`src/rtl/mem_wb_stage.sv`:
```
// MEM/WB pipeline stage with a small local data memory.
// Loads take two cycles: the first cycle stalls upstream and emits a bubble,
// the second cycle reads the array and registers the result. Stores and
// non-memory ops pass straight through with one cycle of latency.
// Misaligned accesses are dropped, flagged with a one-cycle pulse and never
// allowed to write back.

module mem_wb_stage (
    input  logic        clk,
    input  logic        reset,
    input  logic        RegWrite,
    input  logic        MemtoReg,
    input  logic        MemWrite,
    input  logic        MemRead,
    input  logic [63:0] AluResult,
    input  logic [63:0] Datain,
    input  logic [4:0]  Rd_in,
    output logic        RegWrite_Out,
    output logic        MemtoReg_Out,
    output logic [63:0] ReadData,
    output logic [63:0] AluOut,
    output logic [4:0]  Rd_out,
    output logic        Stall,
    output logic        Misalign
);

    typedef enum logic [0:0] {
        StIdle,
        StLoad
    } state_t;

    state_t state;

    // 32 x 64-bit data memory; deliberately not reset
    logic [63:0] mem [0:31];

    logic [4:0] word_idx;
    logic       mem_access;
    logic       misaligned;
    logic       is_store;
    logic       is_load;
    logic       do_write;

    // Address bits above the array are ignored, so addresses wrap modulo 256
    logic       unused_addr_hi;

    assign word_idx       = AluResult[7:3];
    assign unused_addr_hi = ^AluResult[63:8];

    // Access decode; Stall is driven only by state, request bits and AluResult[2:0]
    always_comb begin
        mem_access = MemRead | MemWrite;
        misaligned = mem_access && (AluResult[2:0] != 3'b000);
        // A combined read+write request is a store
        is_store   = MemWrite && !misaligned;
        is_load    = MemRead && !MemWrite && !misaligned;
        Stall      = (state == StIdle) && is_load;
        do_write   = (state == StIdle) && is_store;
    end

    // Stage FSM and registered pipeline outputs
    always_ff @(posedge clk or posedge reset) begin
        if (reset) begin
            state        <= StIdle;
            RegWrite_Out <= 1'b0;
            MemtoReg_Out <= 1'b0;
            ReadData     <= 64'h0;
            AluOut       <= 64'h0;
            Rd_out       <= 5'h0;
            Misalign     <= 1'b0;
        end else begin
            case (state)
                StIdle: begin
                    Misalign <= misaligned;
                    if (is_load) begin
                        // First load cycle: insert a bubble, hold data fields
                        state        <= StLoad;
                        RegWrite_Out <= 1'b0;
                        MemtoReg_Out <= 1'b0;
                        Rd_out       <= 5'h0;
                    end else begin
                        // Store, non-memory op or dropped misaligned access
                        RegWrite_Out <= RegWrite && !misaligned;
                        MemtoReg_Out <= MemtoReg;
                        AluOut       <= AluResult;
                        Rd_out       <= Rd_in;
                    end
                end
                StLoad: begin
                    // Inputs are held from the stalled cycle, so no re-decode here
                    state        <= StIdle;
                    Misalign     <= 1'b0;
                    ReadData     <= mem[word_idx];
                    RegWrite_Out <= RegWrite;
                    MemtoReg_Out <= MemtoReg;
                    AluOut       <= AluResult;
                    Rd_out       <= Rd_in;
                end
                default: begin
                    state <= StIdle;
                end
            endcase
        end
    end

    // Memory write port; only aligned stores issued from idle
    always_ff @(posedge clk) begin
        if (do_write) begin
            mem[word_idx] <= Datain;
        end
    end

endmodule

```
`config.mk`:
```
export PLATFORM = sky130hd
export DESIGN_NAME = mem_wb_stage
export DESIGN_NICKNAME = d
export VERILOG_FILES = /design/src/rtl/mem_wb_stage.sv
export SDC_FILE = /design/constraint.sdc
export NUM_CORES = 2
export LEC_CHECK = 0
export ABC_AREA = 1
export CAP_MARGIN = 20
export CORE_MARGIN = 4
export CORE_UTILIZATION = 55
export CTS_CLUSTER_SIZE = 40
export DETAILED_ROUTE_END_ITERATION = 10
export PLACE_DENSITY = 0.81
export SKIP_LAST_GASP = 1
export SYNTH_ARGS = -nofsm -noshare
export SYNTH_HDL_FRONTEND = slang
export SYNTH_SLANG_ARGS = --single-unit
export TNS_END_PERCENT = 30
```
`constraint.sdc`:
```
create_clock -name clk -period 4.8 [get_ports clk]
set_input_delay 0.72 -clock clk [delete_from_list [all_inputs] [get_ports clk]]
set_output_delay 0.72 -clock clk [all_outputs]
set_load 0.01 [all_outputs]
```
After elaboration in Yosys (flattened, before gate mapping)
Memory sizes are Yosys's and may differ from the RTL's. A register that Yosys moved wholly into a read port is not among the register bits.
Index checks and enable logic that the tools add are counted.
{"block": "word_totals", "reg_bits": 73, "elab_cells": 33, "out_inout_bits": 137, "n_memories": 1, "ramBits": 2048}
{"block": "op_classes", "n_reduce_logical": 10, "eq_ne": 1, "n_mux": 13, "n_bitwise": 2}
{"memory": "mem", "depth": 32, "word_bits": 64, "rd": 1, "rd_ports_with_merged_regs": 1, "wr": 1, "line_no": "35", "rtl": "logic [63:0] mem [0:31];"}
{"cell": "$pmux W64 S2", "n": 1}
{"cell": "$mux W64", "n": 1}
{"cell": "$pmux W5 S2", "n": 1}
{"cell": "$pmux W1 S2", "n": 4}
{"cell": "$logic_and A1 B1 Y1", "n": 7}
{"cell": "$mux W1", "n": 5}
{"cell": "$mux W5", "n": 1}
{"cell": "$reduce_bool A3 Y1", "n": 1}
{"cell": "$logic_not A1 Y1", "n": 2}
{"cell": "$ne A2 B2 Y1 const B", "n": 1}
{"cell": "$not A1 Y1", "n": 1}
{"cell": "$or A1 B1 Y1", "n": 1}

Longest topological paths before layout
{"block": "depth", "word_depth": 7, "ltp_mapped": 15}

Worst setup path before layout
OpenSTA, ideal clock, no wires.
{"block": "synth_path", "path_kind": "input-to-reg", "startpoint": "in AluResult[5]", "endpoint": "mem mem[0][0] (enable)", "slack_ps": 79, "cell_stages": 5, "arrival_time_ps": 4234, "t_required_ps": 4313, "setup_ps": 487, "cell_sequence": "nor3_1 > buf_2 > buf_1 > inv_1 > nor2_1"}
{"item": "start, declared", "line_no": "15", "rtl": "input logic [63:0] AluResult,"}
{"item": "end, declared", "line_no": "35"}
Straight into the memory's write port.

Worst setup path in the final report
{"block": "layout_path", "startpoint": "reg state", "endpoint": "out Stall"}
{"block": "layout_between", "elab_chain_len": 2}
{"item": "start, declared", "line_no": "32", "rtl": "state_t state;"}
{"item": "start signal, assigned", "line_no": "64", "rtl": "state <= StIdle;"}
{"item": "start signal, assigned", "line_no": "77", "rtl": "state <= StLoad;"}
{"item": "start signal, assigned", "line_no": "91", "rtl": "state <= StIdle;"}
{"item": "$not A1 Y1"}
{"item": "$logic_and A1 B1 Y1", "line_no": "57", "rtl": "Stall = (state == StIdle) && is_load;"}
{"item": "end, declared", "line_no": "23", "rtl": "output logic Stall,"}
Every way passes these cells.

==> run metrics <==
Hold Buf Count CTS=0; Synth async-reset ratio=between 6 and 7%; Post-synth EDFFs=2048; VDD IR-drop max=0.279 mV; H-Tree Level Count=4; total setup buffers inserted after CTS=0; crit path max fanout=58; clock sinks=around 2200; chip width=411 um; clock-pin transition on the worst setup and hold timing paths=60 ps; CP arrival=3140 ps; Total GRT Usage=between 20% and 30%; Post-CTS Resized=0; met3 global-route usage=5.93%; fin. max-slew vios=0; TNS Setup=0 ps; cell mode on critical path=buf_4; busiest layer in global routing=met2; die extent in y=411 um; Syn Inst Count=between 8000 and 9000; mapped cell area=0.0891 mm^2; Initial Util=55.5%; most frequent cells in the layout=nand2_1 (5205), edfxtp_1 (2048), clkdlybuf4s50_1 (272); largest net degree at the start of global routing=around 210; Top delay family on crit path=buffers and inverters; Final min period=3860 ps; number of synthesized register bits=2185; status=finished, final reports clean; GRT met1 Usage=36.0%; required time of the worst setup path=a little over 4000 ps; share of the synthesized area in the top cell type=between 60% and 70%; Power, Total=~40000 uW; CP Cell Sequence=inv_4 > buf_4 > nand4_1 > buf_4 > inv_2 > clkdlybuf4s50_1; Yosys cell types=22; Hold Slack=371 ps; Most used DFF post-synth=edfxtp_1; Clock Skews=63.4 ps; Longest Clk Path Bufs=3; crit path launch type=flip-flop; final WL=239 mm; DRT antenna net count=0; Rel. slew slack=17.4%; Cells after DPL=10500; final hold violations=0; Root Driver=clkbuf_16; critical path endpoint category=output port; period utilization=80.4%; max_cap viols=0; # DRC=0; 1st-iter DRT viols=8518; CTS tree=yes; CP Buf/Inv Count=5; # nets final=between 8000 and 9000; antenna violations before repair=10; slowest CP cell=buf_4; critical path class=reg -> out; GR Util met2=45.5%; Synthesized Nets=roughly 8500; Power Dens Cells=around 390 mW/mm^2; static leakage=0.0416 uW; Cell Count, Final, Fillers Out=11000; Max stage delay on crit path=approximately 550 ps; pre-CTS WS=slightly below 900 ps; via count=just over 60000; Hold Crit Class=in -> async; Final GP Congestion=about 0.84; Syn-to-layout area delta=14.3%; final setup fails=0; worst setup margin=940 ps; Area contributors post-synth=edfxtp_1 (69%), nand2_1 (22%), dfrtp_1 (3.8%); die area=approximately 0.17 mm^2; DR WL/cell=between 20 and 25 um; RSZ-0062 raised after global routing=no; global-route wire length before repair=about 360 mm; clk_lat worst skew=860 ps; DP HPWL=120 mm; Core Region=0.161 mm^2; post-synth top area cell=edfxtp_1; Overflow after GRT=0; share of cells above drive strength 1=under 10%; Ys Warns=0; Num CTS Buffers=203; Row Count=147; Least-Margin Pin Slew=between 1000 and 1500 ps; vias per std cell=5.62; commonest non-fill, non-tap cell in the layout=nand2_1; number of I/O pins=276; register area share after synthesis=between 70% and 80%; vias in the first global route=60100; buffers added on ports=275; fmax=259 MHz; first drt pass iteration count=8; Post-Syn Area per Cell=roughly 11 um^2
## final timing paths
kind | startpoint | to | slack, ps | cells after the start
max in group asynchronous | reset | ReadData[2] | 3550 | 3
min | reset | ReadData[16] | 370 | 2
max | state | Stall | 940 | 6
max reg2reg | state | mem[6][7] | 1820 | 6
min in group clk | MemtoReg | MemtoReg_Out | 400 | 3
min reg2reg | AluOut[8] | AluOut[8] | 470 | 2
## synthesized netlist by cell type (6+ instances only)
library cell  count
nand3_1         195
nor2_1          177
buf_1            12
inv_1           138
nand2_1        5205
or2_2            59
buf_4            17
a21oi_1           9
clkbuf_1        109
nor3_1            8
buf_2           269
dfrtp_1         137
edfxtp_1       2048
o21ai_0           6
## per-stage QoR
step | util [%] | cell area (um^2)
CTS | 62.9 | 101000
finish | 63.4 | 102000
floorplan | - | 89100
detailed placement | 58.7 | 94400
global placement | 58.6 | 94300
global route | 63.3 | 102000
## cell families after synthesis
logic type             Yosys count  share of synthesized area (%)
buffers and inverters          551                           2.80
flip-flops                    2185                           72.8
AO/OA/AOI/OAI                   21                          0.126
AND/OR/NAND/NOR               5647                           24.2
## sequential cells by signal, summed over array words and instances, names as in the netlist
register	count
RegWrite_Out	1
Rd_out	5
MemtoReg_Out	1
state	1
Misalign	1
ReadData	64
AluOut	64
mem	2048
## power by group
group | leakage, uW | internal, uW | total, uW | switching [uW]
Sequential | 0.0200 | 21000 | 21200 | 198
Clock | 0.00326 | 9130 | 16200 | 7020
Combinational | 0.0184 | 970 | 2700 | 1730
## layer usage
metal,vias up,share of wire (%)
met5,-,0.011
met4,4,5.0
met3,799,12
met2,4105,47
met1,29000,36
li1,27700,-
## area by class of cell
class	instances	area [um^2]
Inverter	141	564
Clock buffer	264	5430
Antenna cell	6	15.0
Clock inverter	118	1260
Tap cell	2160	2700
Timing Repair Buffer	427	4940
Multi-Input combinational cell	5668	22000
Fill cell	11300	58900
Sequential cell	2185	64900
Power figures use the tool's default switching activity.
